## config.mk

```make
export PLATFORM = sky130hd
export DESIGN_NAME = pipereg_wb_multi_flat
export DESIGN_NICKNAME = d
export VERILOG_FILES = /design/src/rtl/pipereg_wb_multi_if.sv /design/src/rtl/pipereg_wb_multi.sv /design/src/flat_wrapper.sv
export SDC_FILE = /design/constraint.sdc
export NUM_CORES = 2
export LEC_CHECK = 0
export ABC_AREA = 0
export BUFFER_PORTS_ARGS = -buffer_cell sky130_fd_sc_hd__buf_2
export CORE_AREA = 2 2 458 460
export CTS_BUF_LIST = sky130_fd_sc_hd__clkbuf_4 sky130_fd_sc_hd__clkbuf_8
export CTS_CLUSTER_SIZE = 10
export DETAILED_ROUTE_END_ITERATION = 10
export DIE_AREA = 0 0 460 462
export GPL_TIMING_DRIVEN = 0
export HOLD_SLACK_MARGIN = 0.02
export PLACE_DENSITY_LB_ADDON = 0.3
export SLEW_MARGIN = 15
export SYNTH_ARGS = -nofsm -noshare
export SYNTH_HDL_FRONTEND = slang
export SYNTH_SLANG_ARGS = --single-unit
```

## constraint.sdc

```tcl
create_clock -name clock -period 4.4 [get_ports clock]
set_input_delay 0.22 -clock clock [delete_from_list [all_inputs] [get_ports clock]]
set_output_delay 0.22 -clock clock [all_outputs]
set_load 0.05 [all_outputs]
```

## src/rtl/pipereg_wb_multi_if.sv

```systemverilog
// Writeback stage bus: per-channel execution-side entries, consumer-side
// registered entries, global flush and the merged redirect.
// Ports (slave = pipeline register, master = surrounding logic / bench):
//   in_*        per-channel entry from the execution blocks (valid/ready)
//   out_*       per-channel registered entry towards PRF/ROB (valid/ready)
//   flush_*     global age-based flush
//   redirect_*  one-cycle oldest-wins redirect
interface pipereg_wb_multi_if #(
  parameter int unsigned NCH     = 2,
  parameter int unsigned PREG_W  = 6,
  parameter int unsigned DATA_W  = 64,
  parameter int unsigned ROBID_W = 7,
  parameter int unsigned SIDE_W  = 160
);
  localparam int unsigned PC_W = 64;

  logic [NCH-1:0]         in_valid;
  logic [NCH-1:0]         in_ready;
  logic [NCH-1:0]         in_need_to_wb;
  logic [NCH*PREG_W-1:0]  in_prd;
  logic [NCH*DATA_W-1:0]  in_result;
  logic [NCH*ROBID_W-1:0] in_robid;
  logic [NCH-1:0]         in_redirect_valid;
  logic [NCH*PC_W-1:0]    in_redirect_target;
  logic [NCH*SIDE_W-1:0]  in_side;

  logic                   flush_valid;
  logic [ROBID_W-1:0]     flush_robid;

  logic [NCH-1:0]         out_valid;
  logic [NCH-1:0]         out_ready;
  logic [NCH-1:0]         out_need_to_wb;
  logic [NCH*PREG_W-1:0]  out_prd;
  logic [NCH*DATA_W-1:0]  out_result;
  logic [NCH*ROBID_W-1:0] out_robid;
  logic [NCH*SIDE_W-1:0]  out_side;

  logic                   redirect_valid;
  logic [PC_W-1:0]        redirect_target;
  logic [ROBID_W-1:0]     redirect_robid;

  modport master (
    output in_valid, in_need_to_wb, in_prd, in_result, in_robid,
           in_redirect_valid, in_redirect_target, in_side,
           flush_valid, flush_robid, out_ready,
    input  in_ready, out_valid, out_need_to_wb, out_prd, out_result,
           out_robid, out_side, redirect_valid, redirect_target, redirect_robid
  );

  modport slave (
    input  in_valid, in_need_to_wb, in_prd, in_result, in_robid,
           in_redirect_valid, in_redirect_target, in_side,
           flush_valid, flush_robid, out_ready,
    output in_ready, out_valid, out_need_to_wb, out_prd, out_result,
           out_robid, out_side, redirect_valid, redirect_target, redirect_robid
  );
endinterface

```

## src/rtl/pipereg_wb_multi.sv

```systemverilog
// Writeback pipeline register between NCH execution blocks and PRF/ROB.
// Each channel has an output register plus a skid register for full-rate
// valid/ready backpressure, age-based squash on flush, and per-channel
// redirect requests are merged into one registered oldest-wins redirect.
// Ports:
//   clock, reset  clock and synchronous active-high reset
//   wb            pipereg_wb_multi_if.slave (entries in/out, flush, redirect)
module pipereg_wb_multi #(
  parameter int unsigned NCH     = 2,
  parameter int unsigned PREG_W  = 6,
  parameter int unsigned DATA_W  = 64,
  parameter int unsigned ROBID_W = 7,
  parameter int unsigned SIDE_W  = 160
) (
  input  logic              clock,
  input  logic              reset,
  pipereg_wb_multi_if.slave wb
);
  localparam int unsigned PC_W  = 64;
  localparam int unsigned IDX_W = ROBID_W - 1;

  typedef struct packed {
    logic               need_to_wb;
    logic [PREG_W-1:0]  prd;
    logic [DATA_W-1:0]  result;
    logic [ROBID_W-1:0] robid;
    logic [SIDE_W-1:0]  side;
  } entry_t;

  // a is younger than b; the wrap flag flips the index comparison
  function automatic logic younger(input logic [ROBID_W-1:0] a,
                                   input logic [ROBID_W-1:0] b);
    if (a[ROBID_W-1] == b[ROBID_W-1]) return a[IDX_W-1:0] > b[IDX_W-1:0];
    else                              return a[IDX_W-1:0] < b[IDX_W-1:0];
  endfunction

  entry_t             out_q [NCH];
  entry_t             skid_q[NCH];
  entry_t             out_n [NCH];
  entry_t             skid_n[NCH];
  entry_t             in_e  [NCH];
  logic [NCH-1:0]     out_v_q, skid_v_q, ready_q;
  logic [NCH-1:0]     out_v_n, skid_v_n;
  logic [NCH-1:0]     in_keep, out_live, skid_live, out_free;
  logic               redir_v_q;
  logic [PC_W-1:0]    redir_tgt_q;
  logic [ROBID_W-1:0] redir_rob_q;
  logic               rd_found;
  logic [PC_W-1:0]    rd_target;
  logic [ROBID_W-1:0] rd_robid;

  // Unpack incoming entries; squashed entries still handshake but are not kept
  always_comb begin
    in_keep = '0;
    for (int unsigned i = 0; i < NCH; i++) begin
      in_e[i].need_to_wb = wb.in_need_to_wb[i];
      in_e[i].prd        = wb.in_prd[i*PREG_W +: PREG_W];
      in_e[i].result     = wb.in_result[i*DATA_W +: DATA_W];
      in_e[i].robid      = wb.in_robid[i*ROBID_W +: ROBID_W];
      in_e[i].side       = wb.in_side[i*SIDE_W +: SIDE_W];
      in_keep[i] = wb.in_valid[i] & ready_q[i]
                   & ~(wb.flush_valid & younger(in_e[i].robid, wb.flush_robid));
    end
  end

  // Output/skid next state; skid is only ever filled while the output stalls
  always_comb begin
    out_live  = '0;
    skid_live = '0;
    out_free  = '0;
    out_v_n   = out_v_q;
    skid_v_n  = skid_v_q;
    for (int unsigned i = 0; i < NCH; i++) begin
      out_n[i]  = out_q[i];
      skid_n[i] = skid_q[i];
      out_live[i]  = out_v_q[i]
                     & ~(wb.flush_valid & younger(out_q[i].robid, wb.flush_robid));
      skid_live[i] = skid_v_q[i]
                     & ~(wb.flush_valid & younger(skid_q[i].robid, wb.flush_robid));
      out_free[i]  = ~out_live[i] | wb.out_ready[i];
      if (out_free[i]) begin
        skid_v_n[i] = 1'b0;
        if (skid_live[i]) begin
          out_n[i]   = skid_q[i];
          out_v_n[i] = 1'b1;
        end else if (in_keep[i]) begin
          out_n[i]   = in_e[i];
          out_v_n[i] = 1'b1;
        end else begin
          out_v_n[i] = 1'b0;
        end
      end else begin
        out_v_n[i] = 1'b1;
        if (in_keep[i]) begin
          skid_n[i]   = in_e[i];
          skid_v_n[i] = 1'b1;
        end else begin
          skid_v_n[i] = skid_live[i];
        end
      end
    end
  end

  // Oldest surviving redirect; strict compare keeps the lowest channel on ties
  always_comb begin
    rd_found  = 1'b0;
    rd_target = '0;
    rd_robid  = '0;
    for (int unsigned i = 0; i < NCH; i++) begin
      if (in_keep[i] && wb.in_redirect_valid[i]
          && (!rd_found || younger(rd_robid, in_e[i].robid))) begin
        rd_found  = 1'b1;
        rd_robid  = in_e[i].robid;
        rd_target = wb.in_redirect_target[i*PC_W +: PC_W];
      end
    end
  end

  always_ff @(posedge clock) begin
    if (reset) begin
      for (int unsigned i = 0; i < NCH; i++) begin
        out_q[i]  <= '0;
        skid_q[i] <= '0;
      end
      out_v_q     <= '0;
      skid_v_q    <= '0;
      ready_q     <= '1;
      redir_v_q   <= 1'b0;
      redir_tgt_q <= '0;
      redir_rob_q <= '0;
    end else begin
      for (int unsigned i = 0; i < NCH; i++) begin
        out_q[i]  <= out_n[i];
        skid_q[i] <= skid_n[i];
      end
      out_v_q   <= out_v_n;
      skid_v_q  <= skid_v_n;
      ready_q   <= ~skid_v_n;
      redir_v_q <= rd_found;
      if (rd_found) begin
        redir_tgt_q <= rd_target;
        redir_rob_q <= rd_robid;
      end
    end
  end

  // Repack registered entries onto the flat output buses
  logic [NCH-1:0]         out_ntw_c;
  logic [NCH*PREG_W-1:0]  out_prd_c;
  logic [NCH*DATA_W-1:0]  out_result_c;
  logic [NCH*ROBID_W-1:0] out_robid_c;
  logic [NCH*SIDE_W-1:0]  out_side_c;

  always_comb begin
    out_ntw_c    = '0;
    out_prd_c    = '0;
    out_result_c = '0;
    out_robid_c  = '0;
    out_side_c   = '0;
    for (int unsigned i = 0; i < NCH; i++) begin
      out_ntw_c[i]                        = out_q[i].need_to_wb;
      out_prd_c[i*PREG_W +: PREG_W]       = out_q[i].prd;
      out_result_c[i*DATA_W +: DATA_W]    = out_q[i].result;
      out_robid_c[i*ROBID_W +: ROBID_W]   = out_q[i].robid;
      out_side_c[i*SIDE_W +: SIDE_W]      = out_q[i].side;
    end
  end

  assign wb.in_ready        = ready_q;
  assign wb.out_valid       = out_v_q;
  assign wb.out_need_to_wb  = out_ntw_c;
  assign wb.out_prd         = out_prd_c;
  assign wb.out_result      = out_result_c;
  assign wb.out_robid       = out_robid_c;
  assign wb.out_side        = out_side_c;
  assign wb.redirect_valid  = redir_v_q;
  assign wb.redirect_target = redir_tgt_q;
  assign wb.redirect_robid  = redir_rob_q;
endmodule

```

## src/flat_wrapper.sv

```systemverilog
// flat-port wrapper written by rule: the top's interface ports become plain ports
module pipereg_wb_multi_flat 
#(
  parameter int unsigned NCH     = 2,
  parameter int unsigned PREG_W  = 6,
  parameter int unsigned DATA_W  = 64,
  parameter int unsigned ROBID_W = 7,
  parameter int unsigned SIDE_W  = 160
)
  (clock, reset, wb_in_valid, wb_in_need_to_wb, wb_in_prd, wb_in_result, wb_in_robid, wb_in_redirect_valid, wb_in_redirect_target, wb_in_side, wb_flush_valid, wb_flush_robid, wb_out_ready, wb_in_ready, wb_out_valid, wb_out_need_to_wb, wb_out_prd, wb_out_result, wb_out_robid, wb_out_side, wb_redirect_valid, wb_redirect_target, wb_redirect_robid);
  pipereg_wb_multi_if #(.NCH(NCH), .PREG_W(PREG_W), .DATA_W(DATA_W), .ROBID_W(ROBID_W), .SIDE_W(SIDE_W)) wb_i ();
  input  logic clock;
  input  logic reset;
  input wire logic [$bits(wb_i.in_valid)-1:0] wb_in_valid;
  input wire logic [$bits(wb_i.in_need_to_wb)-1:0] wb_in_need_to_wb;
  input wire logic [$bits(wb_i.in_prd)-1:0] wb_in_prd;
  input wire logic [$bits(wb_i.in_result)-1:0] wb_in_result;
  input wire logic [$bits(wb_i.in_robid)-1:0] wb_in_robid;
  input wire logic [$bits(wb_i.in_redirect_valid)-1:0] wb_in_redirect_valid;
  input wire logic [$bits(wb_i.in_redirect_target)-1:0] wb_in_redirect_target;
  input wire logic [$bits(wb_i.in_side)-1:0] wb_in_side;
  input wire logic [$bits(wb_i.flush_valid)-1:0] wb_flush_valid;
  input wire logic [$bits(wb_i.flush_robid)-1:0] wb_flush_robid;
  input wire logic [$bits(wb_i.out_ready)-1:0] wb_out_ready;
  output wire logic [$bits(wb_i.in_ready)-1:0] wb_in_ready;
  output wire logic [$bits(wb_i.out_valid)-1:0] wb_out_valid;
  output wire logic [$bits(wb_i.out_need_to_wb)-1:0] wb_out_need_to_wb;
  output wire logic [$bits(wb_i.out_prd)-1:0] wb_out_prd;
  output wire logic [$bits(wb_i.out_result)-1:0] wb_out_result;
  output wire logic [$bits(wb_i.out_robid)-1:0] wb_out_robid;
  output wire logic [$bits(wb_i.out_side)-1:0] wb_out_side;
  output wire logic [$bits(wb_i.redirect_valid)-1:0] wb_redirect_valid;
  output wire logic [$bits(wb_i.redirect_target)-1:0] wb_redirect_target;
  output wire logic [$bits(wb_i.redirect_robid)-1:0] wb_redirect_robid;
  assign wb_i.in_valid = wb_in_valid;
  assign wb_i.in_need_to_wb = wb_in_need_to_wb;
  assign wb_i.in_prd = wb_in_prd;
  assign wb_i.in_result = wb_in_result;
  assign wb_i.in_robid = wb_in_robid;
  assign wb_i.in_redirect_valid = wb_in_redirect_valid;
  assign wb_i.in_redirect_target = wb_in_redirect_target;
  assign wb_i.in_side = wb_in_side;
  assign wb_i.flush_valid = wb_flush_valid;
  assign wb_i.flush_robid = wb_flush_robid;
  assign wb_i.out_ready = wb_out_ready;
  assign wb_in_ready = wb_i.in_ready;
  assign wb_out_valid = wb_i.out_valid;
  assign wb_out_need_to_wb = wb_i.out_need_to_wb;
  assign wb_out_prd = wb_i.out_prd;
  assign wb_out_result = wb_i.out_result;
  assign wb_out_robid = wb_i.out_robid;
  assign wb_out_side = wb_i.out_side;
  assign wb_redirect_valid = wb_i.redirect_valid;
  assign wb_redirect_target = wb_i.redirect_target;
  assign wb_redirect_robid = wb_i.redirect_robid;
  pipereg_wb_multi #(.NCH(NCH), .PREG_W(PREG_W), .DATA_W(DATA_W), .ROBID_W(ROBID_W), .SIDE_W(SIDE_W)) u_core (.clock(clock), .reset(reset), .wb(wb_i));
endmodule
```

==> out/results.txt <==
Hold/Removal Path Class - in -> reg
Worst path required time - 5.21 ns
Port Buf Inserts - 1168
Floorplan die area - 0.213 mm2
Final setup slack of the worst path - 0.125 ns
Mean Syn Cell Area - 8.66 um2
# H-tree levels - 4
Transition time at the pin with the least slew margin - 1.19 ns
Ports placed on the boundary - 1172
Wire per inst - 25.4 um
Register-to-register setup slack - 0.48 ns
Area of the placeable core - 0.208 mm2
Count of clock tree sinks - 1030
Root buffer cell - sky130_fd_sc_hd__clkbuf_8
Critical path startpoint category - input pin
Number of nets in the synthesized netlist - 6336
Residual DRC count - 0
Highest clock frequency the design can meet - 0.234 GHz
Start of the worst register-to-register path - u_core.wb.in_ready[0]
Leading cell types in the layout, fill and taps excluded - 1316 x sky130_fd_sc_hd__buf_2, 1030 x sky130_fd_sc_hd__dfxtp_1, 829 x sky130_fd_sc_hd__dlygate4sd3_1
GRT Resource Usage Total - 24.4%
Main synth FF type - sky130_fd_sc_hd__dfxtp_1
Vias per Instance - 5.27
Final antenna-violating net count - 0
Post-layout nets - 8532
Worst Reg2Reg Path Length in Cells - 16
Netlist area before placement - 0.0491 mm2
Slowest stage delay, CP - 0.57 ns
Skew-Pair Late Insertion Delay - 0.99 ns
Setup Skew - 0.0723 ns
Non-Filler Cell Area, Final - 0.0712 mm2
Tcrit/Tclk final - 97.2%
Area of combinational cells with multiple inputs - 0.0253 mm2
Area Growth Syn to Fin - 45.1%
Critical path data arrival time - 5.09 ns
Floorplan die height - 462 um
Post-synthesis instance total - 5674
Most frequent standard cell in the layout excluding fill and tap cells - sky130_fd_sc_hd__buf_2
Worst relative slew slack - 20.5%
TritonCTS clock tree - built
Area share of the largest cell type after synthesis - 42.0%
Critical Path End Type - flip-flop
Filler cells - 21638
Critical path buffers and inverters - 5
Syn. warnings - 0
Routability cong. - 0.919
Classification of the worst setup path - in -> reg
Clock Tree Buf Depth - 3
Total power density per cell area - 403 mW/mm2
Pins over their slew limit - 0
Initial drt markers - 5610
Library cell appearing most often on the critical path - sky130_fd_sc_hd__buf_2
First-pass iteration count of the detailed router - 8
Pin count of the biggest net entering global routing - 17
First-pass GRT wire length - 387000 um
Number of flops mapped to enable cells by yosys - 0
Area leader, netlist - sky130_fd_sc_hd__dfxtp_1
Proportion of register bits with asynchronous set or reset after synthesis - 0%
Via count of the first global-routing pass - 56041
DR vias - 56996
Slowest stage cell, crit path - sky130_fd_sc_hd__dlygate4sd3_1
Number of hold-slack violations in the final timing report - 0
Placed cell area - 0.0584 mm2
Flop and latch count out of synthesis - 1030
End point of the critical path - u_core.wb.redirect_target[53]
CTS buffer count - 194
Max Cap Viol - 0
Count of unique library cells instantiated by Yosys - 63
Area used by sequential logic in the layout - 0.0206 mm2
Horizontal extent of the die - 460 um
Endpoints failing setup - 0
Top cell family by delay on the critical path - compound AO/OA/AOI/OAI gates
Row count - 168
Sequential-to-total area share from yosys stat - 42.0%
Max rail drop VDD - 0.000302 V
Clock-pin slew of the registers on the worst-case setup and hold paths - 0.06 ns
Min Tclk post-route - 4.27 ns
Ratio of cells with drive above 1 in the final layout - 22.2%
Leakage Power - 30.1 nW
Initial cell density of the core - 23.6%
Total Wirelength - 274000 um
CP cell instances - dlygate4sd3_1 -> buf_2 -> ha_1 -> nand4_1 -> o21bai_1 -> a211o_1 -> nand3_1 -> nor2_4 -> and2_1 -> ha_1 -> a21o_1 -> a21o_1 -> a221oi_1 -> mux2_2 -> o21ai_4 -> buf_12 -> buf_2 -> buf_2 -> nor2_1 -> a211oi_1
Post-place setup slack - -1.16 ns
Antenna violations before repair - 104
Leading cell types by total area after synthesis - sky130_fd_sc_hd__dfxtp_1 42%, sky130_fd_sc_hd__mux2i_1 6.3%, sky130_fd_sc_hd__nand2_1 5.6%
Unrepaired setup endpoints after global routing - false
Largest driver fanout on the critical path - 10
Crit. Startpoint - wb_in_robid[5]
Cell count along the critical path - 20
Final HPWL from detailed placement - 206000 um
Run status - finished, final reports clean
Reg2reg end - u_core.wb.redirect_target[53]
Grt ovf - 0
[kinds of logic (layout without fill, tap and decap cells)]
kind of cell	Yosys count	count (layout)	share of synthesized area, %
xor gates and xnor gates	7	7	0.140
DFF	1030	1030	42.0
buffers and inverters	690	3031	6.49
other	0	82	0
and+or+nand+nor	2508	2508	27.9
AOI/OAI and AO/OA	1084	1084	16.1
adders and majority gates	42	42	1.07
muxes	313	313	6.38
[routing by layer]
layer	part of all wire (%)	global-route usage, %
met5	0.12	0.158
met3	8.9	7.23
met1	38	28.1
met2	46	39.2
met4	7.0	15.8
[cell type report]
type | count | share of cell area, %
diodes | 82 | 0.288
plain buffers | 664 | 4.36
clock buffers | 295 | 5.21
clock inverters | 46 | 0.804
inverters | 25 | 0.132
multi-input cells | 3954 | 35.5
flip-flops and latches | 1030 | 28.9
well taps | 2720 | 4.78
repair buffers | 2001 | 19.9
[sequential cells by signal, summed over array words and instances (netlist names)]
register and flops:
u_core.wb.redirect_target 64, u_core.wb.out_valid 2, u_core.wb.redirect_robid 7, u_core.skid_q 476
u_core.out_q 476, u_core.wb.in_ready 2, u_core.skid_v_q 2, u_core.wb.redirect_valid 1
[worst min-delay path by stage]
stage | to | depth (start not counted) | slack [ns] | startpoint
2_1_floorplan | u_core.skid_q[0][238] | 2 | 0.36 | wb_in_side[160]
4_1_cts | u_core.out_q[0][112] | 4 | 0.02 | wb_in_side[112]
6_report | u_core.skid_q[0][241] | 6 | 0.12 | wb_out_ready[1]
3_5_place_dp | u_core.out_q[0][257] | 2 | 0.45 | u_core.out_q[0][257]
3_3_place_gp | u_core.skid_q[0][253] | 2 | 0.44 | u_core.skid_q[0][253]
5_1_grt | u_core.wb.redirect_target[8] | 4 | 0.05 | wb_in_redirect_target[72]
[what timing repair did]
action                                  4_1_cts  5_1_grt
endpoints found under the setup margin       99       71
pin swaps                                     0        1
hold buffers                                829        0
hold endpoints to repair                   1027        0
resized for setup                             5        4
setup buffers                                 0        1
[metrics by stage]
step | util (%) | hold WS (ns) | cells | total power, mW | setup TNS (ns)
after floorplan | - | 0.362 | 5674 | 15.0 | 0
after global placement | 28.0 | 0.442 | 9562 | 17.4 | -204.48
after detailed placement | 28.1 | 0.447 | 9565 | 17.5 | -154.93
after CTS | 34.1 | 0.0204 | 10735 | 28.8 | 0
after global routing | 34.2 | 0.0510 | 10788 | 29.8 | 0
final | 34.2 | 0.120 | 10817 | 28.7 | 0
[tightest hold or removal path: stages]
cell	delay [ns]
sky130_fd_sc_hd__buf_2	0.07
sky130_fd_sc_hd__nand2b_1	0.11
sky130_fd_sc_hd__nor3b_1	0.08
sky130_fd_sc_hd__buf_2	0.19
sky130_fd_sc_hd__buf_4	0.22
sky130_fd_sc_hd__mux2i_1	0.13
[where the power goes]
group          internal (mW)  switching, mW  total (mW)  leakage (nW)
logic                   2.19           5.26        7.45          19.3
clock network           5.89           4.76        10.7          2.28
registers               10.1          0.552        10.6          8.43
total                   18.2           10.6        28.7          30.1
[cell usage after synthesis (2+ instances only)]
cell                       number
sky130_fd_sc_hd__xnor2_1        5
sky130_fd_sc_hd__mux2_2         2
sky130_fd_sc_hd__nor4_1         2
sky130_fd_sc_hd__nor2b_1        3
sky130_fd_sc_hd__and2_1         7
sky130_fd_sc_hd__nand2_1      736
sky130_fd_sc_hd__a211o_1        3
sky130_fd_sc_hd__nand4_1      245
sky130_fd_sc_hd__o211ai_1       3
sky130_fd_sc_hd__a221oi_4       2
sky130_fd_sc_hd__a31oi_1      242
sky130_fd_sc_hd__inv_1         24
sky130_fd_sc_hd__nor2_1       547
sky130_fd_sc_hd__a211oi_1      67
sky130_fd_sc_hd__nand2b_1     237
sky130_fd_sc_hd__o22ai_1      238
sky130_fd_sc_hd__buf_4         62
sky130_fd_sc_hd__o21a_1         2
sky130_fd_sc_hd__nor3_1         3
sky130_fd_sc_hd__nand3_1      241
sky130_fd_sc_hd__dfxtp_1     1030
sky130_fd_sc_hd__clkbuf_1     394
sky130_fd_sc_hd__a21oi_2        2
sky130_fd_sc_hd__buf_1         38
sky130_fd_sc_hd__a31o_2         2
sky130_fd_sc_hd__buf_2        147
sky130_fd_sc_hd__mux2i_1      311
sky130_fd_sc_hd__a21oi_1       11
sky130_fd_sc_hd__ha_1          42
sky130_fd_sc_hd__o21ai_0       12
sky130_fd_sc_hd__o221ai_1     238
sky130_fd_sc_hd__or4b_1       237
sky130_fd_sc_hd__a21o_1         9
sky130_fd_sc_hd__nor4b_1      237
sky130_fd_sc_hd__a221oi_1       2
sky130_fd_sc_hd__a22oi_1      238
sky130_fd_sc_hd__o21bai_1       2
sky130_fd_sc_hd__and3_1         3
sky130_fd_sc_hd__buf_6         24
(Power assumes the default switching activity.)
